**src/rtl/shot_fire_ctrl_if.sv**
```systemverilog
// Launch handshake between the fire controller and the player shot block.
// The controller (master) drives the launch request and muzzle position.
// The shot block (slave) answers with its in-flight flag.
interface shot_fire_ctrl_if;
    logic        en;
    logic [10:0] orig_x;
    logic [10:0] orig_y;
    logic        shot_active;

    modport master (
        output en,
        output orig_x,
        output orig_y,
        input  shot_active
    );

    modport slave (
        input  en,
        input  orig_x,
        input  orig_y,
        output shot_active
    );
endinterface

```
**src/rtl/shot_fire_ctrl.sv**
```systemverilog
// shot_fire_ctrl: launcher for the player shot block.
// Synchronises and debounces the fire button and turns a debounced press
// into one launch request with a centred muzzle position. It holds en until
// the shot block acknowledges with shot_active, then enforces a reload
// cooldown before the next launch.
// Optional build macro SHOT_AUTO_FIRE_EN: while the debounced button is held
// high, the controller relaunches every time it returns to IDLE. Without the
// macro, only debounced rising edges launch.
module shot_fire_ctrl #(
    parameter int DEBOUNCE_TICKS = 4,
    parameter int COOLDOWN_TICKS = 30,
    parameter int FIRE_TIMEOUT   = 8,
    parameter int SHIP_WIDTH     = 32,
    parameter int SHOT_WIDTH     = 4
) (
    input  logic             clk_0,
    input  logic             rst_n,
    input  logic             fire_btn,
    input  logic             game_run,
    input  logic [10:0]      ship_x,
    input  logic [10:0]      ship_y,
    output logic             ready,
    output logic [15:0]      shots_fired,
    shot_fire_ctrl_if.master shot_if
);

    localparam int DB_W = $clog2(DEBOUNCE_TICKS + 1);
    localparam int CD_W = $clog2(COOLDOWN_TICKS + 1);
    localparam int TO_W = $clog2(FIRE_TIMEOUT + 1);
    localparam logic [11:0] X_OFFSET = 12'((SHIP_WIDTH - SHOT_WIDTH) / 2);
    localparam logic [11:0] X_MAX    = 12'd2047;

    typedef enum logic [1:0] {
        IDLE,
        WAIT_ACK,
        FLIGHT,
        COOLDOWN
    } state_t;

    state_t            state;
    logic              fire_meta;
    logic              fire_sync;
    logic              db_level;
    logic [DB_W-1:0]   db_cnt;
    logic              db_rise;
    logic              req;
    logic [TO_W-1:0]   to_cnt;
    logic [CD_W-1:0]   cd_cnt;
    logic              en_q;
    logic [10:0]       orig_x_q;
    logic [10:0]       orig_y_q;
    logic [15:0]       shots_q;
    logic              want_fire;
    logic [11:0]       x_sum;
    logic [10:0]       x_launch;

`ifdef SHOT_AUTO_FIRE_EN
    assign want_fire = req | db_level;
`else
    assign want_fire = req;
`endif

    // Muzzle x is the ship left edge plus the centring offset, clamped to screen.
    assign x_sum    = {1'b0, ship_x} + X_OFFSET;
    assign x_launch = (x_sum > X_MAX) ? 11'h7FF : x_sum[10:0];

    assign ready          = (state == IDLE) && game_run && !shot_if.shot_active;
    assign shots_fired    = shots_q;
    assign shot_if.en     = en_q;
    assign shot_if.orig_x = orig_x_q;
    assign shot_if.orig_y = orig_y_q;

    // Two-flop synchroniser bringing the raw button into the tick domain.
    always_ff @(posedge clk_0 or negedge rst_n) begin
        if (!rst_n) begin
            fire_meta <= 1'b0;
            fire_sync <= 1'b0;
        end else begin
            fire_meta <= fire_btn;
            fire_sync <= fire_meta;
        end
    end

    // Debouncer: level flips after enough consecutive differing samples; db_rise pulses on a 0->1 flip.
    always_ff @(posedge clk_0 or negedge rst_n) begin
        if (!rst_n) begin
            db_level <= 1'b0;
            db_cnt   <= '0;
            db_rise  <= 1'b0;
        end else if (fire_sync == db_level) begin
            db_cnt  <= '0;
            db_rise <= 1'b0;
        end else if (db_cnt == DB_W'(DEBOUNCE_TICKS - 1)) begin
            db_level <= fire_sync;
            db_cnt   <= '0;
            db_rise  <= fire_sync;
        end else begin
            db_cnt  <= db_cnt + DB_W'(1);
            db_rise <= 1'b0;
        end
    end

    // Launch FSM: pending request, launch handshake, flight tracking and reload cooldown.
    always_ff @(posedge clk_0 or negedge rst_n) begin
        if (!rst_n) begin
            state    <= IDLE;
            req      <= 1'b0;
            en_q     <= 1'b0;
            to_cnt   <= '0;
            cd_cnt   <= '0;
            orig_x_q <= '0;
            orig_y_q <= '0;
            shots_q  <= '0;
        end else if (!game_run) begin
            state  <= IDLE;
            req    <= 1'b0;
            en_q   <= 1'b0;
            to_cnt <= '0;
            cd_cnt <= '0;
        end else begin
            if (db_rise && (state == IDLE)) begin
                req <= 1'b1;
            end
            case (state)
                IDLE: begin
                    if (want_fire && !shot_if.shot_active) begin
                        state    <= WAIT_ACK;
                        en_q     <= 1'b1;
                        req      <= 1'b0;
                        to_cnt   <= '0;
                        shots_q  <= shots_q + 16'd1;
                        orig_x_q <= x_launch;
                        orig_y_q <= ship_y;
                    end
                end
                WAIT_ACK: begin
                    if (shot_if.shot_active) begin
                        en_q   <= 1'b0;
                        to_cnt <= '0;
                        state  <= FLIGHT;
                    end else if (to_cnt == TO_W'(FIRE_TIMEOUT - 1)) begin
                        en_q   <= 1'b0;
                        to_cnt <= '0;
                        cd_cnt <= CD_W'(COOLDOWN_TICKS);
                        state  <= COOLDOWN;
                    end else begin
                        to_cnt <= to_cnt + TO_W'(1);
                    end
                end
                FLIGHT: begin
                    if (!shot_if.shot_active) begin
                        cd_cnt <= CD_W'(COOLDOWN_TICKS);
                        state  <= COOLDOWN;
                    end
                end
                COOLDOWN: begin
                    if (cd_cnt == '0) begin
                        state <= IDLE;
                    end else begin
                        cd_cnt <= cd_cnt - CD_W'(1);
                    end
                end
                default: begin
                    state <= IDLE;
                    en_q  <= 1'b0;
                end
            endcase
        end
    end

endmodule

```
**src/flat_wrapper.sv**
```systemverilog
// flat-port wrapper written by rule: the top's interface ports become plain ports
module shot_fire_ctrl_flat 
#(
    parameter int DEBOUNCE_TICKS = 4,
    parameter int COOLDOWN_TICKS = 30,
    parameter int FIRE_TIMEOUT   = 8,
    parameter int SHIP_WIDTH     = 32,
    parameter int SHOT_WIDTH     = 4
)
  (clk_0, rst_n, fire_btn, game_run, ship_x, ship_y, ready, shots_fired, shot_if_en, shot_if_orig_x, shot_if_orig_y, shot_if_shot_active);
  shot_fire_ctrl_if shot_if_i ();
  input  logic clk_0;
  input  logic rst_n;
  input  logic fire_btn;
  input  logic game_run;
  input  logic [10:0] ship_x;
  input  logic [10:0] ship_y;
  output logic ready;
  output logic [15:0] shots_fired;
  output wire logic [$bits(shot_if_i.en)-1:0] shot_if_en;
  output wire logic [$bits(shot_if_i.orig_x)-1:0] shot_if_orig_x;
  output wire logic [$bits(shot_if_i.orig_y)-1:0] shot_if_orig_y;
  input wire logic [$bits(shot_if_i.shot_active)-1:0] shot_if_shot_active;
  assign shot_if_en = shot_if_i.en;
  assign shot_if_orig_x = shot_if_i.orig_x;
  assign shot_if_orig_y = shot_if_i.orig_y;
  assign shot_if_i.shot_active = shot_if_shot_active;
  shot_fire_ctrl #(.DEBOUNCE_TICKS(DEBOUNCE_TICKS), .COOLDOWN_TICKS(COOLDOWN_TICKS), .FIRE_TIMEOUT(FIRE_TIMEOUT), .SHIP_WIDTH(SHIP_WIDTH), .SHOT_WIDTH(SHOT_WIDTH)) u_core (.clk_0(clk_0), .rst_n(rst_n), .fire_btn(fire_btn), .game_run(game_run), .ship_x(ship_x), .ship_y(ship_y), .ready(ready), .shots_fired(shots_fired), .shot_if(shot_if_i));
endmodule
```
**config.mk**
```make
export PLATFORM = sky130hd
export DESIGN_NAME = shot_fire_ctrl_flat
export DESIGN_NICKNAME = d
export VERILOG_FILES = /design/src/rtl/shot_fire_ctrl_if.sv /design/src/rtl/shot_fire_ctrl.sv /design/src/flat_wrapper.sv
export SDC_FILE = /design/constraint.sdc
export NUM_CORES = 1
export LEC_CHECK = 0
export ABC_AREA = 1
export ABC_CLOCK_PERIOD_IN_PS = 3300
export BUFFER_PORTS_ARGS = -buffer_cell sky130_fd_sc_hd__buf_2
export CORE_UTILIZATION = 42
export CTS_BUF_LIST = sky130_fd_sc_hd__clkbuf_4 sky130_fd_sc_hd__clkbuf_8 sky130_fd_sc_hd__clkbuf_16
export DETAILED_ROUTE_END_ITERATION = 10
export PLACE_DENSITY_LB_ADDON = 0.08
export RECOVER_POWER = 25
export SETUP_SLACK_MARGIN = 0.15
export SLEW_MARGIN = 5
export SYNTH_ARGS = -nofsm -noshare
export SYNTH_HDL_FRONTEND = slang
export SYNTH_SLANG_ARGS = --single-unit
```
**constraint.sdc**
```tcl
create_clock -name clk_0 -period 3.3 [get_ports clk_0]
set_clock_uncertainty 0.2 [all_clocks]
set_input_delay 0.165 -clock clk_0 [delete_from_list [all_inputs] [get_ports clk_0]]
set_output_delay 0.165 -clock clk_0 [all_outputs]
set_load 0.02 [all_outputs]
```
**Word-level counts from Yosys, hierarchy flattened**

Index checks and enable logic that the tools add are counted.

- Logic and storage cells: 80
- Bits of input ports: 27
- Output and inout port bits: 40
- Register bits: 58

- Order comparisons: 1
- Muxes and demuxes: 32
- Eq/ne operators: 15
- Bitwise gates (word level): 1
- Reduce and logical (&&, ||, !) cells: 13
- Add/sub/neg operators: 5

Operators with widths:

| cell | number |
|---|---|
| 5-bit two-way mux | 5 |
| 16-bit by 1-bit adder with 16-bit output (second input constant) | 1 |
| 4-bit two-way mux | 4 |
| 5-bit one-hot mux with 3 select lines | 1 |
| 11-bit by 4-bit adder with 12-bit output (second input constant) | 1 |
| 12-bit by 11-bit greater-than comparator with 1-bit output (second input constant) | 1 |
| 2-bit two-way mux | 6 |
| 3-bit != test (second input constant) | 4 |
| 11-bit two-way mux | 1 |
| 1-bit two-way mux | 10 |
| 2-bit one-hot mux with 4 select lines | 1 |
| 4-bit one-hot mux with 2 select lines | 1 |
| 3-bit two-way mux | 2 |
| 3-bit by 2-bit != test with 1-bit output (second input constant) | 2 |
| 3-bit AND reduction | 2 |
| 5-bit logical NOT | 1 |
| 5-bit AND reduction | 1 |
| 5-bit by 1-bit subtractor with 5-bit output (second input constant) | 1 |
| 4-bit by 1-bit adder with 4-bit output (second input constant) | 1 |
| 2-bit == test (second input constant) | 2 |
| 4-bit by 3-bit == test with 1-bit output (second input constant) | 1 |
| 1-bit logical AND | 4 |
| 4-bit by 1-bit != test with 1-bit output (second input constant) | 1 |
| 4-bit by 3-bit != test with 1-bit output (second input constant) | 1 |
| 11 further kinds | 12 |

**Longest topological paths before layout**

- Depth after elaboration: 6
- Mapped depth: 10
- Gate-level depth less buffers: 10

**Worst setup path before layout**

No wires, ideal clock.

- Kind: flip-flop to flip-flop
- Start: register u_core.state[0]
- End: register u_core.shots_q[8], in the netlist u_core.shots_fired[8]
- Path buffers: 0
- Data required time: 2970 ps
- Slack: 1532 ps
- Data arrival time: 1437 ps
- Clock period less this slack: 1768 ps
- Library setup time: 130 ps
- Cell stages (with the launch flop): 9
- Path through: dfrtp_1 > inv_1 > ha_1 > nand2_4 > nor2_8 > nand2_4 > nor2_8 > nand2_2 > xnor2_2

- Word-level cells in the longest chain between the ends: 2

RTL lines:

| element | RTL line | text |
|---|---|---|
| from (decl) | shot_fire_ctrl.sv:40 | `state_t state;` |
| from (signal assigned) | shot_fire_ctrl.sv:106 | `state <= IDLE;` |
| from (signal assigned) | shot_fire_ctrl.sv:115 | `state <= IDLE;` |
| from (signal assigned) | shot_fire_ctrl.sv:127 | `state <= WAIT_ACK;` |
| 2-bit logical NOT | shot_fire_ctrl.sv:124 | `case (state)` |
| 3-bit AND reduction (no line) | -- |  |
| to (signal assigned) | shot_fire_ctrl.sv:131 | `shots_q <= shots_q + 16'd1;` |
| to (decl) | shot_fire_ctrl.sv:52 | `logic [15:0] shots_q;` |

No other way between the ends.
A chain may end at the register's enable or synchronous reset.

**Worst setup path after layout**

- Start: register u_core.state[0]
- End: register u_core.orig_x_q[5], in the netlist u_core.shot_if.orig_x[5]

- Word-level cells in the longest chain between the ends: 2

RTL lines:

| element | RTL line | text |
|---|---|---|
| 2-bit logical NOT | shot_fire_ctrl.sv:124 |  |
| 3-bit AND reduction (no line) | -- |  |
| to (signal assigned) | shot_fire_ctrl.sv:132 | `orig_x_q <= x_launch;` |
| to (decl) | shot_fire_ctrl.sv:50 | `logic [10:0] orig_x_q;` |

No other way between the ends.

==> run summary <==
Yosys warns = 0
FF-to-FF path depth = 7
CTS buffer count = 9
Ports = 67
R2R Path End = u_core.shot_if.orig_x[5]
Most frequent cells in the layout = nand2_1 (137), dfrtp_1 (58), nor2_1 (56)
Psw = 0.0008918 W
Diodes inserted = 0
Crit-path max FO = 35
CORE AREA = 0.007253 mm^2
Fmax = 0.4173 GHz
Syn avg cell area = 7.803 um^2
Flop pwr share = 40.0%
Seq cells post-synth = 58
Detailed Place HPWL = 4.700 mm
Max IR drop VDD = 0.2664 mV
Die Y-Extent = 88.42 um
Total number of H-tree levels = 3
Area occupied by multi-input gates = 0.001461 mm^2
Worst EP required = 3.31 ns
Pre-CTS WS = 0.8984 ns
Final Max Tran Viols = 0
Gr usage total = 19.04%
Total number of vias = 2,726
Leak = 2.219 nW
Status = complete, no violations
DR WL/cell = 11.28 um
Post-synthesis net count = 440
Largest net degree at the start of global routing = 38
CP startpoint kind = flop
Hold Startpoint = ship_x[8]
Dominant cell type by area after synthesis = dfrtp_1
Critical path class = flop to flop
Row cnt = 31
Fill cell count = 712
Relative slew slack = 14.42%
Total power = 0.002426 W
Synth top area share = 46.27%
Vias per cell = 4.528
Setup slack, reg-to-reg = 0.90 ns
Gpl congestion = 0.7876
Measured slew at the worst slew-check pin = 1.284 ns
Clk_lat worst skew = 0.33 ns
Syn Std Cell Area = 0.003137 mm^2
Hold Path End = u_core.shot_if.orig_x[8]
Post-route ant nets = 0
Worst endpoint data arrival time = 2.41 ns
Area taken by flip-flops and latches = 0.001451 mm^2
Initial antenna violation count = 0
Unrepaired setup endpoints after global routing = false
Final TNS setup = 0 ns
Min cycle time layout = 2.397 ns
WHS Path Cells = 5
Crit. End Element = flop
Internal power contribution = 0.001534 W
Logic pwr share = 31.5%
Final setup viols = 0
Distinct cells, synth = 32
WHS = 0.009131 ns
Syn Inst Count = 402
Clock slew at reported path FFs = 0.07 ns
Worst setup margin = 0.9035 ns
# clock sinks = 58
Grt total ovfl = 0
Fin crit share = 72.62%
Worst R2R Start = u_core.state[0]
CP startpoint = u_core.state[0]
Synth area leaders = dfrtp_1 (46%), nand2_1 (16%), nor2_1 (6.7%), inv_1 (5.6%), ha_1 (4.4%)
DRC = 0
Area delta synth->final = 26.96%
Clk pwr share = 28.4%
Vias in the first global route = 2,552
Number of iterations in the first detailed-routing pass = 5
NumNets Final = 536
Initial Util = 43.25%
Sw frac = 36.77%
CTS Root Cell = clkbuf_8
Port Buffers = 66
Die extent in x = 88.42 um
Power density over the cells = 609.1 mW/mm^2
Hold Vio Cnt, Final = 0
Layout cells sized above 1 = 17.69%
Maxcap violations = 0
Drt total wl = 6.788 mm
Hold Path Class = input port to flop
CTS max path bufs = 2
DR iter-0 viols = 123
CTS tree = done
Most common cell after layout, fill and taps aside = nand2_1
Die Area = 0.007818 mm^2
First-pass GRT wire length = 11.44 mm
Sequential area share after synthesis = 46.27%
## how the worst max path moves through the flow
stage / end
2_1_floorplan: u_core.shots_fired[8]
3_3_place_gp: u_core.shot_if.orig_x[6]
3_5_place_dp: u_core.shot_if.orig_x[5]
4_1_cts: u_core.shot_if.orig_x[5]
5_1_grt: u_core.shot_if.orig_x[5]
6_report: u_core.shot_if.orig_x[5]
## synthesized netlist by cell type, drive strengths merged
| cell | n |
|---|---|
| xnor2 | 6 |
| a211oi | 1 |
| mux2i | 1 |
| nor2 | 60 |
| xor2 | 7 |
| a21oi | 11 |
| a31oi | 1 |
| o21ai | 24 |
| buf | 5 |
| nand3 | 14 |
| ha | 11 |
| inv | 49 |
| nand3b | 1 |
| or2 | 1 |
| nand2 | 142 |
| nor3 | 4 |
| nand4 | 6 |
| dfrtp | 58 |
## per-stage QoR
step / util, % / instances / instance area [um^2]
after global routing: 54.91 / 602 / 3983
after detailed placement: 49.06 / 563 / 3558
after global placement: 49.06 / 563 / 3558
after CTS: 55.11 / 602 / 3998
after floorplan: - / 402 / 3137
final: 54.91 / 602 / 3983
## flip-flops by register name (all words and copies together), names as in the netlist, 2 cells and up
signal,flops
u_core.cd_cnt,5
u_core.db_cnt,3
u_core.shot_if.orig_x,11
u_core.shot_if.orig_y,11
u_core.shots_fired,16
u_core.state,2
u_core.to_cnt,4
## area by class of cell
type | instances | area share [%]
clock buffer | 12 | 3.990
tap | 99 | 3.110
clock inverter | 4 | 1.257
multi-input combinational | 290 | 36.69
inverter | 49 | 4.618
sequential | 58 | 36.44
timing repair buffer | 90 | 13.89
## per-layer routing
metal  track usage (%)  vias to the layer above  wire, um
met5                 0                        -         0
met3             5.784                        6       234
li1                  -                     1442         -
met2             31.05                       48      3247
met1             24.30                     1230      3244
met4             6.012                        0        63
## power groups by stage
| stage | clock network (W) | logic [W] | registers [W] |
|---|---|---|---|
| 6_report | 0.000690 | 0.000764 | 0.000971 |
| 5_1_grt | 0.000740 | 0.000876 | 0.000991 |
| 4_1_cts | 0.000707 | 0.000785 | 0.000972 |
| 3_5_place_dp | 0 | 0.000761 | 0.000983 |
| 3_3_place_gp | 0 | 0.000747 | 0.000982 |
| 2_1_floorplan | 0 | 0.000423 | 0.00108 |
## cell families after synthesis
| family | synth area share [%] |
|---|---|
| compound gates | 6.622 |
| fa+ha+maj | 4.388 |
| buf+inv | 7.140 |
| flops | 46.27 |
| xor+xnor | 3.869 |
| mux | 0.3191 |
| simple gates | 31.39 |
## critical path, cell delays in order, from the launching register on
cell     delay [ns]
dfrtp_1        0.43
inv_1          0.15
ha_1           0.29
nand2_4        0.11
nor2_8         0.45
inv_2          0.30
a21oi_4        0.25
a21oi_1        0.09
## repair_timing
action                    in CTS  in global routing
setup buffers                  0                  0
hold endpoints to repair      44                  0
resized for setup              0                  0
hold buffers                  23                  0
(Power assumes the default switching activity.)
